`src/rtl/change_dispenser_pkg.sv`:
```
// Shared types and constants for the change dispenser: FSM states, coin type codes
// and the default denomination set.
package change_dispenser_pkg;

  typedef enum logic [1:0] {
    ST_IDLE     = 2'd0,
    ST_CHECK    = 2'd1,
    ST_DISPENSE = 2'd2
  } state_t;

  localparam logic [1:0] COIN_TYPE_C = 2'd0;
  localparam logic [1:0] COIN_TYPE_B = 2'd1;
  localparam logic [1:0] COIN_TYPE_A = 2'd2;

  localparam int DEF_WIDTH  = 5;
  localparam int DEF_COIN_A = 5;
  localparam int DEF_COIN_B = 2;
  localparam int DEF_COIN_C = 1;

endpackage

```
`src/rtl/change_dispenser_coin_select.sv`:
```
// Greedy coin picker: largest denomination whose value does not exceed the change owed.
// With zero change owed it falls back to the smallest coin, which is never transferred.
module coin_select
  import change_dispenser_pkg::*;
#(
  parameter int WIDTH  = DEF_WIDTH,
  parameter int COIN_A = DEF_COIN_A,
  parameter int COIN_B = DEF_COIN_B,
  parameter int COIN_C = DEF_COIN_C
) (
  input  logic [WIDTH-1:0] i_change_left,
  output logic [1:0]       o_coin_type,
  output logic [WIDTH-1:0] o_coin_value
);

  localparam logic [WIDTH-1:0] VAL_A = WIDTH'(COIN_A);
  localparam logic [WIDTH-1:0] VAL_B = WIDTH'(COIN_B);
  localparam logic [WIDTH-1:0] VAL_C = WIDTH'(COIN_C);

  always_comb begin
    o_coin_type  = COIN_TYPE_C;
    o_coin_value = VAL_C;
    if (i_change_left >= VAL_A) begin
      o_coin_type  = COIN_TYPE_A;
      o_coin_value = VAL_A;
    end else if (i_change_left >= VAL_B) begin
      o_coin_type  = COIN_TYPE_B;
      o_coin_value = VAL_B;
    end
  end

endmodule

```
`src/rtl/change_dispenser.sv`:
```
// Latches credit and price on start, rejects underpayment, then pays change one coin
// per valid/ready handshake, largest coin first.
//
// state       | meaning
// ST_IDLE     | waiting for start; inputs latched on start
// ST_CHECK    | compare money against price, load change owed
// ST_DISPENSE | present coins until change owed reaches zero
module change_dispenser
  import change_dispenser_pkg::*;
#(
  parameter int WIDTH  = DEF_WIDTH,
  parameter int COIN_A = DEF_COIN_A,
  parameter int COIN_B = DEF_COIN_B,
  parameter int COIN_C = DEF_COIN_C
) (
  input  logic             clk,
  input  logic             rst_n,
  input  logic             start,
  input  logic [WIDTH-1:0] moneyEntered,
  input  logic [WIDTH-1:0] price,
  input  logic             coinReady,
  output logic             coinValid,
  output logic [1:0]       coinType,
  output logic [WIDTH-1:0] changeLeft,
  output logic             busy,
  output logic             insufficient,
  output logic             done
);

  state_t           r_state;
  state_t           w_state_nxt;
  logic [WIDTH-1:0] r_money;
  logic [WIDTH-1:0] r_price;
  logic [WIDTH-1:0] r_change_left;
  logic             r_insufficient;
  logic             r_done;

  logic [WIDTH-1:0] w_money_nxt;
  logic [WIDTH-1:0] w_price_nxt;
  logic [WIDTH-1:0] w_change_nxt;
  logic             w_insufficient_nxt;
  logic             w_done_nxt;
  logic [1:0]       w_coin_type;
  logic [WIDTH-1:0] w_coin_value;

  // Coin choice depends only on the registered change, so it cannot move while stalled.
  coin_select #(
    .WIDTH (WIDTH),
    .COIN_A(COIN_A),
    .COIN_B(COIN_B),
    .COIN_C(COIN_C)
  ) u_coin_select (
    .i_change_left(r_change_left),
    .o_coin_type  (w_coin_type),
    .o_coin_value (w_coin_value)
  );

  always_ff @(posedge clk) begin
    if (!rst_n) begin
      r_state        <= ST_IDLE;
      r_money        <= '0;
      r_price        <= '0;
      r_change_left  <= '0;
      r_insufficient <= 1'b0;
      r_done         <= 1'b0;
    end else begin
      r_state        <= w_state_nxt;
      r_money        <= w_money_nxt;
      r_price        <= w_price_nxt;
      r_change_left  <= w_change_nxt;
      r_insufficient <= w_insufficient_nxt;
      r_done         <= w_done_nxt;
    end
  end

  always_comb begin
    w_state_nxt        = r_state;
    w_money_nxt        = r_money;
    w_price_nxt        = r_price;
    w_change_nxt       = r_change_left;
    w_insufficient_nxt = 1'b0;
    w_done_nxt         = 1'b0;
    case (r_state)
      ST_IDLE: begin
        if (start) begin
          w_money_nxt = moneyEntered;
          w_price_nxt = price;
          w_state_nxt = ST_CHECK;
        end
      end
      ST_CHECK: begin
        if (r_money < r_price) begin
          w_insufficient_nxt = 1'b1;
          w_state_nxt        = ST_IDLE;
        end else begin
          w_change_nxt = r_money - r_price;
          if (r_money == r_price) begin
            w_done_nxt  = 1'b1;
            w_state_nxt = ST_IDLE;
          end else begin
            w_state_nxt = ST_DISPENSE;
          end
        end
      end
      ST_DISPENSE: begin
        // The smallest coin is 1, so the chosen coin never exceeds the change owed.
        if (coinReady) begin
          w_change_nxt = r_change_left - w_coin_value;
          if (r_change_left == w_coin_value) begin
            w_done_nxt  = 1'b1;
            w_state_nxt = ST_IDLE;
          end
        end
      end
      default: w_state_nxt = ST_IDLE;
    endcase
  end

  assign coinValid    = (r_state == ST_DISPENSE);
  assign coinType     = w_coin_type;
  assign changeLeft   = r_change_left;
  assign busy         = (r_state != ST_IDLE);
  assign insufficient = r_insufficient;
  assign done         = r_done;

endmodule

```
`config.mk`:
```
export PLATFORM = sky130hd
export DESIGN_NAME = change_dispenser
export DESIGN_NICKNAME = d
export VERILOG_FILES = /design/src/rtl/change_dispenser_pkg.sv /design/src/rtl/change_dispenser_coin_select.sv /design/src/rtl/change_dispenser.sv
export SDC_FILE = /design/constraint.sdc
export NUM_CORES = 1
export LEC_CHECK = 0
export CAP_MARGIN = 20
export CORE_ASPECT_RATIO = 0.6
export CORE_MARGIN = 3
export CORE_UTILIZATION = 30
export DETAILED_ROUTE_END_ITERATION = 16
export GPL_TIMING_DRIVEN = 1
export PLACE_DENSITY = 0.57
export SLEW_MARGIN = 25
export SYNTH_ARGS = -nofsm -noshare
export SYNTH_HDL_FRONTEND = slang
export SYNTH_HIERARCHICAL = 1
export SYNTH_SLANG_ARGS = --single-unit
```
`constraint.sdc`:
```
create_clock -name clk -period 3.5 [get_ports clk]
set_clock_uncertainty 0.1 [all_clocks]
set_input_delay 0.525 -clock clk [delete_from_list [all_inputs] [get_ports clk]]
set_output_delay 0.525 -clock clk [all_outputs]
set_load 0.005 [all_outputs]
```
==> results.sh, run 1 <==
export IMPL_status="finished clean"
export IMPL_rsz0062_at_grt="no"
export IMPL_area_growth_pct=24.6
export IMPL_dpl_cell_area_mm2=0.00151
export IMPL_syn_area_mm2=0.00124
export IMPL_dp_final_hpwl_um=2080
export IMPL_io_buffers=24
export IMPL_postCtsSetupRepairBufs=0
export IMPL_dieWidth_um=89.1
export IMPL_holdBufCountCts=0
export IMPL_ys_ff_latch=19
export IMPL_cts_root_buf="clkbuf_8"
export IMPL_p_leak_nw=0.620
export IMPL_layout_drive_gt1_share_pct=4.60
export IMPL_grt_pass1_vias=983
export IMPL_antenna_found_initial=0
export IMPL_async_reset_ff_share_pct=0
export IMPL_core_mm2=0.00383
export IMPL_num_vias=1019
export IMPL_hp_class="reg -> reg"
export IMPL_die_area_mm2=0.00498
export IMPL_multi_input_area_um2=769
export IMPL_grt_total_usage_pct=11.2
export IMPL_crit_path_end_kind="output pin"
export IMPL_maxCapViolations=0
export IMPL_min_period_ns=2.39
export IMPL_finalMaxSlewViolations=0
export IMPL_arrival_ns=1.77
export IMPL_globalRouteOverflowTotal=0
export IMPL_clkTransAtPathRegs_ns=0.07
export IMPL_clk_latency_ns=0.26
export IMPL_synth_edff_count=0
export IMPL_nFillCells=385
export IMPL_syn_avg_cell_area_um2=8.18
export IMPL_rows=17
export IMPL_grt_max_degree=15
export IMPL_htreeDepth=1
export IMPL_startpoint_type="flop"
export IMPL_worst_slew_pin_slew_ns=0.536
export IMPL_syn_inst=152
export IMPL_final_setup_viol_count=0
export IMPL_synth_ff_type="dfxtp_1"
export IMPL_layout_commonest_cell="nand2_1"
export IMPL_path_max_fanout=12
export IMPL_routabilityCongestion=0.764
export IMPL_seqCellArea_um2=380
export IMPL_ys_seq_area_share_pct=30.6
export IMPL_max_freq_mhz=418
export IMPL_synth_cell_type_count=33
export IMPL_routedWlPerCell_um=11.6
export IMPL_period_share_pct=68.4
export IMPL_mostFrequentLayoutCells="28 x nand2_1, 24 x clkdlybuf4s50_1, 19 x dfxtp_1, 16 x a21oi_1, 15 x inv_1"
export IMPL_max_slew_margin_pct=64.3
export IMPL_ctsResizeCount=0
export IMPL_ant_nets=0
export IMPL_drtPass1Iterations=4
export IMPL_stdcell_area_mm2=0.00155
export IMPL_p_per_area_mw_per_mm2=451
export IMPL_wirelength_um=2560
export IMPL_drc=0
export IMPL_die_h_um=55.9
export IMPL_clockBufferDepth=2
export IMPL_cts_sinks=19
export IMPL_yosys_warnings=6
export IMPL_grt_first_pass_wirelength_um=4440
export IMPL_nets=203
export IMPL_drt_iter0_markers=69
export IMPL_r2r_setup_slack_ns=1.24
export IMPL_tns_ns=0
export IMPL_cts_tree="yes"
export IMPL_finalHoldViolCount=0
export IMPL_cts_made_buffers=3
export IMPL_avgViaCountPerCell=4.61
export IMPL_initial_core_util_pct=32.5
export IMPL_num_io_pins=25
export IMPL_diodes=0
export IMPL_required_ns=2.87
export IMPL_criticalPathCategory="reg -> out"
export IMPL_ir_drop_uv=224
synth_stat cells, types with 2 or more instances:
| library cell | count | area [um^2] |
|---|---|---|
| nand2_1 | 28 | 105 |
| dfxtp_1 | 19 | 380 |
| a21oi_1 | 16 | 80.1 |
| inv_1 | 15 | 56.3 |
| ha_1 | 12 | 150 |
| nor2_1 | 9 | 33.8 |
| mux2i_1 | 7 | 70.1 |
| o21ai_0 | 6 | 30.0 |
| xnor2_1 | 5 | 43.8 |
| buf_4 | 4 | 30.0 |
| a21o_1 | 3 | 22.5 |
| clkbuf_1 | 3 | 11.3 |
| nand2b_1 | 3 | 18.8 |
| a31oi_1 | 2 | 12.5 |
| fa_1 | 2 | 40.0 |
layer usage:
layer | routed length, um | up-vias | track usage, % | part of all wire [%]
li1 | - | 545 | - | -
met2 | 1010 | 28 | 15.4 | 39
met5 | 0 | - | 0 | 0
met3 | 161 | 0 | 4.29 | 6.3
met4 | 0 | 0 | 0.637 | 0
met1 | 1390 | 446 | 17.2 | 54
worst paths after layout:
path / start / endpoint / depth (start not counted)
worst min register to register: r_money[3] / r_money[3] / 2
worst max register to register: changeLeft[1] / changeLeft[4] / 10
worst max-delay path: r_state[0] / coinValid / 3
worst min-delay path: r_money[3] / r_money[3] / 2
sequential cells by signal, indices dropped and copies added, names as in the netlist:
| name | count |
|---|---|
| changeLeft | 5 |
| done | 1 |
| insufficient | 1 |
| r_money | 5 |
| r_price | 5 |
| r_state | 2 |
critical path, cell delays in order, from the launching register on:
cell and delay (ns):
dfxtp_1 0.33, inv_1 0.08, ha_1 0.50, clkdlybuf4s50_1 0.61
through the flow:
| stage | hold WS [ns] | worst slack [ns] | cells | power (mW) | utilization [%] |
|---|---|---|---|---|---|
| after detailed placement | 0.356 | 1.24 | 217 | 0.551 | 39.3 |
| after floorplan | 0.336 | 1.33 | 153 | 0.467 | - |
| after global placement | 0.347 | 1.29 | 217 | 0.548 | 39.3 |
| after CTS | 0.366 | 1.12 | 221 | 0.708 | 40.5 |
| final | 0.364 | 1.11 | 221 | 0.699 | 40.5 |
| after global routing | 0.375 | 0.984 | 221 | 0.758 | 40.5 |
layout make-up:
| type | count | share of cell area (%) |
|---|---|---|
| Clock buffer | 4 | 2.91 |
| Tap cell | 47 | 3.79 |
| Sequential cell | 19 | 24.5 |
| Inverter | 15 | 3.63 |
| Multi-Input combinational cell | 112 | 49.6 |
| Timing Repair Buffer | 24 | 15.5 |
power by group:
| group | internal, mW | switching, mW |
|---|---|---|
| Clock | 0.0810 | 0.0730 |
| Combinational | 0.146 | 0.145 |
| Sequential | 0.236 | 0.0185 |
kinds of logic after synthesis:
group                    count (synthesis)  share of synthesized area, %
AO/OA/AOI/OAI                           35                          18.7
AND/OR/NAND/NOR                         48                          17.4
flip-flops                              19                          30.6
multiplexers                             7                          5.63
XOR/XNOR                                 6                          4.23
adder cells (fa/ha/maj)                 14                          15.3
other                                    1                         0.302
buffers and inverters                   22                          7.85
Note: power is estimated with default switching activity, not from simulation.
==> inputs of run 2 (changes only) <==
==> constraint.sdc (replaced) <==
create_clock -name clk -period 2.3 [get_ports clk]
set_clock_uncertainty 0.1 [all_clocks]
set_input_delay 0.345 -clock clk [delete_from_list [all_inputs] [get_ports clk]]
set_output_delay 0.345 -clock clk [all_outputs]
set_load 0.005 [all_outputs]
==> run 2 against run 1 <==
Against the previous run: wire length is 2.8% higher; worst hold slack worse by 0.0063 ns; cell area is 2.0% higher; sequential share of layout area is 0.25 points lower; non-clock buffer count is 2 higher; via count is 2.3% higher; flip-flop and latch count stayed put; global-route usage is 0.31 points higher.
==> results.sh, run 2 (synthesis results as in run 1) <==
export IMPL_status="finished clean"
export IMPL_power_share_switching_pct=33.6
export IMPL_dp_final_hpwl_um=2150
export IMPL_cts_tree="yes"
export IMPL_globalRouteOverflowTotal=0
export IMPL_dieWidth_um=89.1
export IMPL_grt_max_degree=15
export IMPL_area_growth_pct=27.2
export IMPL_postCtsSetupRepairBufs=0
export IMPL_dp_cells=219
export IMPL_routedWlPerCell_um=11.8
export IMPL_grt_total_usage_pct=11.5
export IMPL_grt_pass1_vias=990
export IMPL_num_io_pins=25
export IMPL_fin_ws_ns=0.141
export IMPL_ant_nets=0
export IMPL_clockBufferDepth=2
export IMPL_p_clk_share_pct=21.7
export IMPL_ir_drop_uv=312
export IMPL_mostFrequentLayoutCells="28 x nand2_1, 24 x clkdlybuf4s50_1, 16 x a21oi_1, 16 x dfxtp_1, 15 x inv_1"
export IMPL_initial_core_util_pct=32.5
export IMPL_power_switching_mw=0.362
export IMPL_layout_commonest_cell="nand2_1"
export IMPL_drc=0
export IMPL_intPower_mw=0.714
export IMPL_hp_class="reg -> reg"
export IMPL_die_area_mm2=0.00498
export IMPL_worstPathCellList="nor2_1 > o21a_1 > inv_1 > ha_1 > and3_1 > and4_1 > nand2b_1 > o21ai_2 > mux2i_1"
export IMPL_criticalPathCategory="reg -> reg"
export IMPL_arrival_ns=2.25
export IMPL_io_buffers=24
export IMPL_core_mm2=0.00383
export IMPL_routabilityCongestion=0.833
export IMPL_tns_ns=0
export IMPL_antenna_found_initial=0
export IMPL_finalMaxSlewViolations=0
export IMPL_clk_latency_ns=0.26
export IMPL_wirelength_um=2630
export IMPL_cp_top_family="simple AND/OR/NAND/NOR gates"
export IMPL_cts_sinks=19
export IMPL_cts_made_buffers=3
export IMPL_rows=17
export IMPL_die_h_um=55.9
export IMPL_p_per_area_mw_per_mm2=680
export IMPL_max_stage_delay_ns=0.34
export IMPL_final_setup_viol_count=0
export IMPL_startpoint_type="flop"
export IMPL_p_leak_nw=0.632
export IMPL_drtPass1Iterations=4
export IMPL_crit_slowest_cell="dfxtp_1"
export IMPL_htreeDepth=1
export IMPL_finalNonFillerCells=223
export IMPL_cts_root_buf="clkbuf_8"
export IMPL_avgViaCountPerCell=4.67
export IMPL_grt_first_pass_wirelength_um=4510
export IMPL_layout_drive_gt1_share_pct=8.52
export IMPL_diodes=0
export IMPL_drt_iter0_markers=54
export IMPL_num_vias=1042
export IMPL_required_ns=2.39
export IMPL_holdBufCountCts=0
export IMPL_fin_total_pwr_mw=1.08
export IMPL_finalHoldViolCount=0
export IMPL_rsz0062_at_grt="no"
export IMPL_clkTransAtPathRegs_ns=0.07
export IMPL_nets=205
export IMPL_max_freq_mhz=463
export IMPL_maxCapViolations=0
export IMPL_critPathBufInv=1
export IMPL_combPwrFrac_pct=42.2
export IMPL_p_seq_share_pct=36.2
export IMPL_path_max_fanout=4
export IMPL_crit_path_end_kind="flop"
export IMPL_min_period_ns=2.16
export IMPL_fin_util_pct=41.3
export IMPL_dpl_worst_slack_ns=0.0722
export IMPL_period_share_pct=93.9
==> run 2: changes by cell type in the layout (fill, tap and decap cells not counted), sizes merged <==
cell | before | now
buf | 0 | 2
==> run 2: layer usage <==
layer / global-route usage (%) / routed length, um / vias to the layer above
met1: 17.1 / 1400 / 465
li1: - / - / 552
met5: 0 / 0 / -
met2: 15.3 / 1070 / 23
met4: 2.55 / 14 / 0
met3: 4.88 / 146 / 2
==> run 2: path summary, 6_finish.rpt <==
path,startpoint,to,slack (ns),cells after the start
max,changeLeft[4],r_state[1],0.14,9
min reg2reg,r_price[1],r_price[1],0.36,2
min,r_price[1],r_price[1],0.36,2
max reg2reg,changeLeft[4],r_state[1],0.14,9
==> run 2: area by class of cell <==
cell class	count	area [um^2]
Fill cell	396	2250
Multi-Input combinational cell	112	782
Sequential cell	19	384
Timing Repair Buffer	26	255
Tap cell	47	58.8
Inverter	15	56.3
Clock buffer	4	45.0
==> run 2: stage by stage <==
step | hold slack [ns] | cell area [um^2]
floorplan | 0.336 | 1250
global placement | 0.347 | 1520
detailed placement | 0.350 | 1520
CTS | 0.360 | 1570
global route | 0.378 | 1580
finish | 0.358 | 1580
==> run 2: repair_timing <==
item,in CTS,in global routing
resized for setup,0,8
setup endpoints to repair,0,3
hold endpoints to repair,0,0
==> run 2: worst register-to-register path: cells and delay by family (launching register included) <==
kind | cells | cell delay, ns
multiplexers | 1 | 0.20
AND/OR/NAND/NOR | 4 | 0.83
AO/OA/AOI/OAI | 2 | 0.27
buffers and inverters | 1 | 0.07
flip-flops | 1 | 0.34
adder cells (fa/ha/maj) | 1 | 0.28
==> run 2: power groups by stage <==
| stage | combinational, mW | sequential (mW) | clock, mW |
|---|---|---|---|
| after floorplan | 0.320 | 0.391 | 0 |
| after global placement | 0.449 | 0.391 | 0 |
| after detailed placement | 0.451 | 0.393 | 0 |
| after CTS | 0.454 | 0.385 | 0.247 |
| after global routing | 0.511 | 0.393 | 0.258 |
| final | 0.454 | 0.389 | 0.233 |
==> inputs of run 3 (changes only) <==
--- a/config.mk
+++ b/config.mk
@@ -9,6 +9,7 @@
 export CORE_ASPECT_RATIO = 0.6
 export CORE_MARGIN = 3
 export CORE_UTILIZATION = 30
+export CTS_CLUSTER_SIZE = 14
 export DETAILED_ROUTE_END_ITERATION = 16
 export GPL_TIMING_DRIVEN = 1
 export PLACE_DENSITY = 0.57
==> results of run 3 <==
Same layout as run 2: the final DEF is identical, and so are final timing and power.
==> RTL change 1 (flow settings as in run 3) <==
The package constant `DEF_WIDTH` goes from 5 to 10.
--- a/src/rtl/change_dispenser_pkg.sv
+++ b/src/rtl/change_dispenser_pkg.sv
@@ -14,3 +14,3 @@
 
-  localparam int DEF_WIDTH  = 5;
+  localparam int DEF_WIDTH  = 10;
   localparam int DEF_COIN_A = 5;
Interface: changed (resized changeLeft, moneyEntered and price); port bits go from 25 to 40. No check against the original RTL was run, so the function may have changed too.
==> RTL change 1 against run 3 <==
- the flow now finishes with violations (negative setup slack)
- power increased to 3.3 times the old value
- global-route usage up 2.5 points
- cell area up 120%
- via count is 130% higher
- first-iteration DRC count is 130% higher
- synthesized area rose by 110%
- count of clock-buffer cells in the layout rose by 4
- utilization is 2.6 points higher
- setup slack lost 0.28 ns
- routed wire length rose to 2.6 times the old value
- sequential cell count grew 15
- final cell count is 120% higher
- largest power group unchanged
==> RTL change 1: results <==
export IMPL_status="finished, violations left"
export IMPL_violations="negative setup slack"
export IMPL_grt_pass1_wl_um=11300
export IMPL_placed_area_um2=3260
export IMPL_final_cells=499
export IMPL_gr_usage_all_layers_pct=14.1
export IMPL_hold_viol=0
export IMPL_clkLatencyLatePin_ns=0.28
export IMPL_crit_family="simple AND/OR/NAND/NOR gates"
export IMPL_cpPeakStageDelay_ns=0.36
export IMPL_cp_max_fo=3
export IMPL_yosys_top_cells_count="60 x nand2_1, 34 x dfxtp_1, 30 x inv_1"
export IMPL_io_buffers=39
export IMPL_seq_area_frac_synth_pct=26.7
export IMPL_timing_final_ws_setup_ns=-0.138
export IMPL_hold_class="reg -> reg"
export IMPL_vdd_drop_max_mv=0.360
export IMPL_cp_slowest_cell="nor4_4"
export IMPL_min_from="r_price[7]"
export IMPL_ys_types=50
export IMPL_cp_arrival_ns=2.55
export IMPL_synthMuxAreaShare_pct=2.79
export IMPL_wl_per_cell_um=13.7
export IMPL_worstReg2RegStart="changeLeft[8]"
export IMPL_ys_top_cells_by_area="dfxtp_1 27%, ha_1 11%, nand2_1 8.8%, a21boi_0 5.9%, inv_1 4.4%"
export IMPL_fin_nets=439
export IMPL_setup_tns_ns=-0.541
export IMPL_r2r_end="changeLeft[6]"
export IMPL_antenna_found_initial=0
export IMPL_drive_gt1_share_pct=19.9
export IMPL_dp_hpwl_um=5460
export IMPL_cts_buffers=5
export IMPL_avgSynthCellArea_um2=7.93
export IMPL_drt_iter0_drc=124
export IMPL_cts_max_level=2
export IMPL_cts_root_buf="clkbuf_16"
export IMPL_hold_slack_ns=0.364
export IMPL_synthAdderAreaFrac_pct=12.8
export IMPL_grt_pass1_vias=2286
export IMPL_leakage_nw=1.47
export IMPL_hold_end="r_price[7]"
export IMPL_p_int_mw=2.24
export IMPL_grt_max_degree=21
export IMPL_place_ws_ns=-0.224
export IMPL_r2r_cells=10
export IMPL_hold_path_depth=2
export IMPL_placed_cells=489
export IMPL_gp_congestion=0.770
export IMPL_via_count=2368
export IMPL_setup_viol=7
export IMPL_synth_xor_xnor_area_share_pct=2.40
export IMPL_synth_compound_area_share_pct=23.4
-- RTL change 1: timing repair --
action / 4_1_cts / 5_1_grt
gates cloned: 0 / 0
buffers inserted: 1 / 1
pin swaps: 11 / 15
endpoints found under the setup margin: 10 / 13
resized for setup: 14 / 13
-- RTL change 1: logic make-up after synthesis --
kind of cell / Yosys count
AO/OA/AOI/OAI: 87
XOR/XNOR: 7
adder cells (fa/ha/maj): 25
buffers and inverters: 50
flip-flops: 34
multiplexers: 7
other: 1
AND/OR/NAND/NOR: 111
-- RTL change 1: power by group through the flow --
stage,sequential (mW),combinational (mW),clock [mW]
6_report,0.763,2.08,0.746
5_1_grt,0.776,2.27,0.781
4_1_cts,0.762,2.02,0.760
3_5_place_dp,0.773,1.87,0
3_3_place_gp,0.765,1.86,0
2_1_floorplan,0.795,1.13,0
-- RTL change 1: worst max path at each step --
stage,startpoint,depth (start not counted),slack (ns),end
after floorplan,changeLeft[8],10,-0.009,changeLeft[6]
after global placement,changeLeft[8],10,-0.17,changeLeft[6]
after detailed placement,changeLeft[8],11,-0.22,changeLeft[9]
after CTS,changeLeft[4],10,-0.12,changeLeft[6]
after global routing,changeLeft[8],10,-0.24,changeLeft[6]
final,changeLeft[8],10,-0.14,changeLeft[6]
-- RTL change 1: layer usage --
| layer | track usage [%] | wire length [um] |
|---|---|---|
| met1 | 22.1 | 3830 |
| met2 | 18.8 | 2570 |
| met3 | 4.20 | 401 |
| met4 | 1.95 | 40 |
| met5 | 0 | 0 |
-- RTL change 1: cell type report --
type                            instances  area, um^2
Fill cell                             826        4530
Multi-Input combinational cell        244        1770
Sequential cell                        34         686
Timing Repair Buffer                   75         677
Clock buffer                            8         166
Tap cell                              108         135
Inverter                               30         113
==> RTL change 2 (config.mk and constraints of run 3) <==
Without the edit above. Re-encode `state_t` (3 states) as one-hot, 3 bits wide.
--- a/src/rtl/change_dispenser_pkg.sv
+++ b/src/rtl/change_dispenser_pkg.sv
@@ -4,6 +4,6 @@
 
-  typedef enum logic [1:0] {
-    ST_IDLE     = 2'd0,
-    ST_CHECK    = 2'd1,
-    ST_DISPENSE = 2'd2
+  typedef enum logic [2:0] {
+    ST_IDLE     = 3'b001,
+    ST_CHECK    = 3'b010,
+    ST_DISPENSE = 3'b100
   } state_t;
Check against the original RTL: same outputs for any inputs over 10 cycles, from zero or initial values and one cycle with rst_n low; not proved beyond that.
==> RTL change 2 against run 3 <==
- sequential cell count is 1 higher
- sequential power decreased by 2%
- utilization increased by 1.9 points
- combinational power is 42% lower
- sequential share of layout area is 0.32 points lower
- highest routed layer is now met3
- setup slack improved by 0.0099 ns
- cell area grew 7.0%
- routed wire length rose by 6.8%
- power is 20% lower
- synthesized area increased by 4.5%
- synthesized cell count unchanged
- clock power decreased by 5%
==> RTL change 2: results <==
export IMPL_clkLatencyLatePin_ns=0.25
export IMPL_vdd_drop_max_mv=0.225
export IMPL_dp_hpwl_um=2290
export IMPL_grt_pass1_vias=1017
export IMPL_gr_usage_all_layers_pct=11.1
export IMPL_cts_root_buf="clkbuf_8"
export IMPL_cp_max_fo=4
export IMPL_first_pass_iters=4
export IMPL_drt_iter0_drc=64
export IMPL_grt_max_degree=16
export IMPL_fin_nets=205
export IMPL_io_buffers=24
export IMPL_setup_tns_ns=0
export IMPL_cp_arrival_ns=2.20
export IMPL_antenna_found_initial=0
export IMPL_drive_gt1_share_pct=15.7
export IMPL_async_flop_share_pct=0
export IMPL_status="finished, final reports clean"
export IMPL_clk_pin_slew_ns=0.07
export IMPL_hold_class="reg -> reg"
export IMPL_gp_congestion=0.818
export IMPL_antenna_cells=0
export IMPL_cts_buffers=3
export IMPL_wl_per_cell_um=12.0
export IMPL_cp_slowest_cell="fa_2"
export IMPL_yosys_top_cells_count="29 x nand2_1, 20 x dfxtp_1, 13 x inv_1"
export IMPL_leakage_nw=0.668
export IMPL_via_count=1061
export IMPL_ys_top_cells_by_area="dfxtp_1 31%, ha_1 8.7%, nand2_1 8.4%, a21boi_0 5.8%, inv_1 3.8%"
export IMPL_n_fill_cell=403
export IMPL_cpPeakStageDelay_ns=0.38
export IMPL_synth_ff_type="dfxtp_1"
export IMPL_clockBufferDepth=2
export IMPL_ys_types=41
export IMPL_seq_area_frac_synth_pct=30.8
export IMPL_yosys_warnings=6
export IMPL_grt_pass1_wl_um=4750
export IMPL_synth_edf_count=0
export IMPL_setup_viol=0
[RTL change 2: what timing repair did]
item	4_1_cts	5_1_grt
cloned	0	0
gates resized for setup	1	12
hold buffers	0	0
setup endpoints to repair	1	1
pin swaps	0	5
[RTL change 2: per-stage QoR]
stage	worst slack, ns	cells	hold slack [ns]	power, mW	area, um^2
finish	0.151	235	0.364	0.864	1690
global route	0.00521	235	0.401	0.928	1690
CTS	0.0427	235	0.371	0.877	1660
detailed placement	0.00660	232	0.360	0.647	1620
global placement	0.0637	232	0.356	0.644	1620
floorplan	0.0355	153	0.343	0.570	1300
[RTL change 2: area by class of cell]
type | instances | share of cell area (%)
well taps | 57 | 4.22
flip-flops and latches | 20 | 24.0
clock buffers | 3 | 2.44
inverters | 13 | 2.88
multi-input cells | 111 | 49.2
repair buffers | 31 | 17.3
[RTL change 2: path summary, 6_finish.rpt]
kind                                    start             to  slack [ns]  cells after the start
worst max-delay path            changeLeft[1]  changeLeft[4]        0.15                     10
worst min-delay path               r_price[3]     r_price[3]        0.36                      2
worst max register to register  changeLeft[1]  changeLeft[4]        0.15                     10
worst min register to register     r_price[3]     r_price[3]        0.36                      2
[RTL change 2: cells by family after synthesis]
kind of cell             synth area share [%]
flip-flops                               30.8
other                                   0.288
XOR/XNOR                                 4.72
AO/OA/AOI/OAI                            21.0
multiplexers                             3.08
AND/OR/NAND/NOR                          20.7
adder cells (fa/ha/maj)                  11.7
buffers and inverters                    7.70
[RTL change 2: report_power, final]
part	leakage, nW	switching (mW)	internal, mW
registers	0.164	0.0154	0.365
clock network	0.0216	0.105	0.116
logic	0.482	0.128	0.134
[RTL change 2: metal layers]
metal	vias up	track usage, %	share of wire (%)	wire [um]
met5	-	0	0	0
met4	0	0.644	0	0
met3	0	3.43	4.5	126
met2	14	15.5	39	1100
met1	483	17.2	56	1580
li1	564	-	-	-
[RTL change 2: worst max-delay path, delay by kind of cell, from the launching register on]
family | cells | cell delay [ns]
xor gates and xnor gates | 1 | 0.15
DFF | 1 | 0.36
buffers and inverters | 1 | 0.04
and+or+nand+nor | 1 | 0.13
muxes | 1 | 0.08
AOI/OAI and AO/OA | 4 | 0.60
adders and majority gates | 2 | 0.58
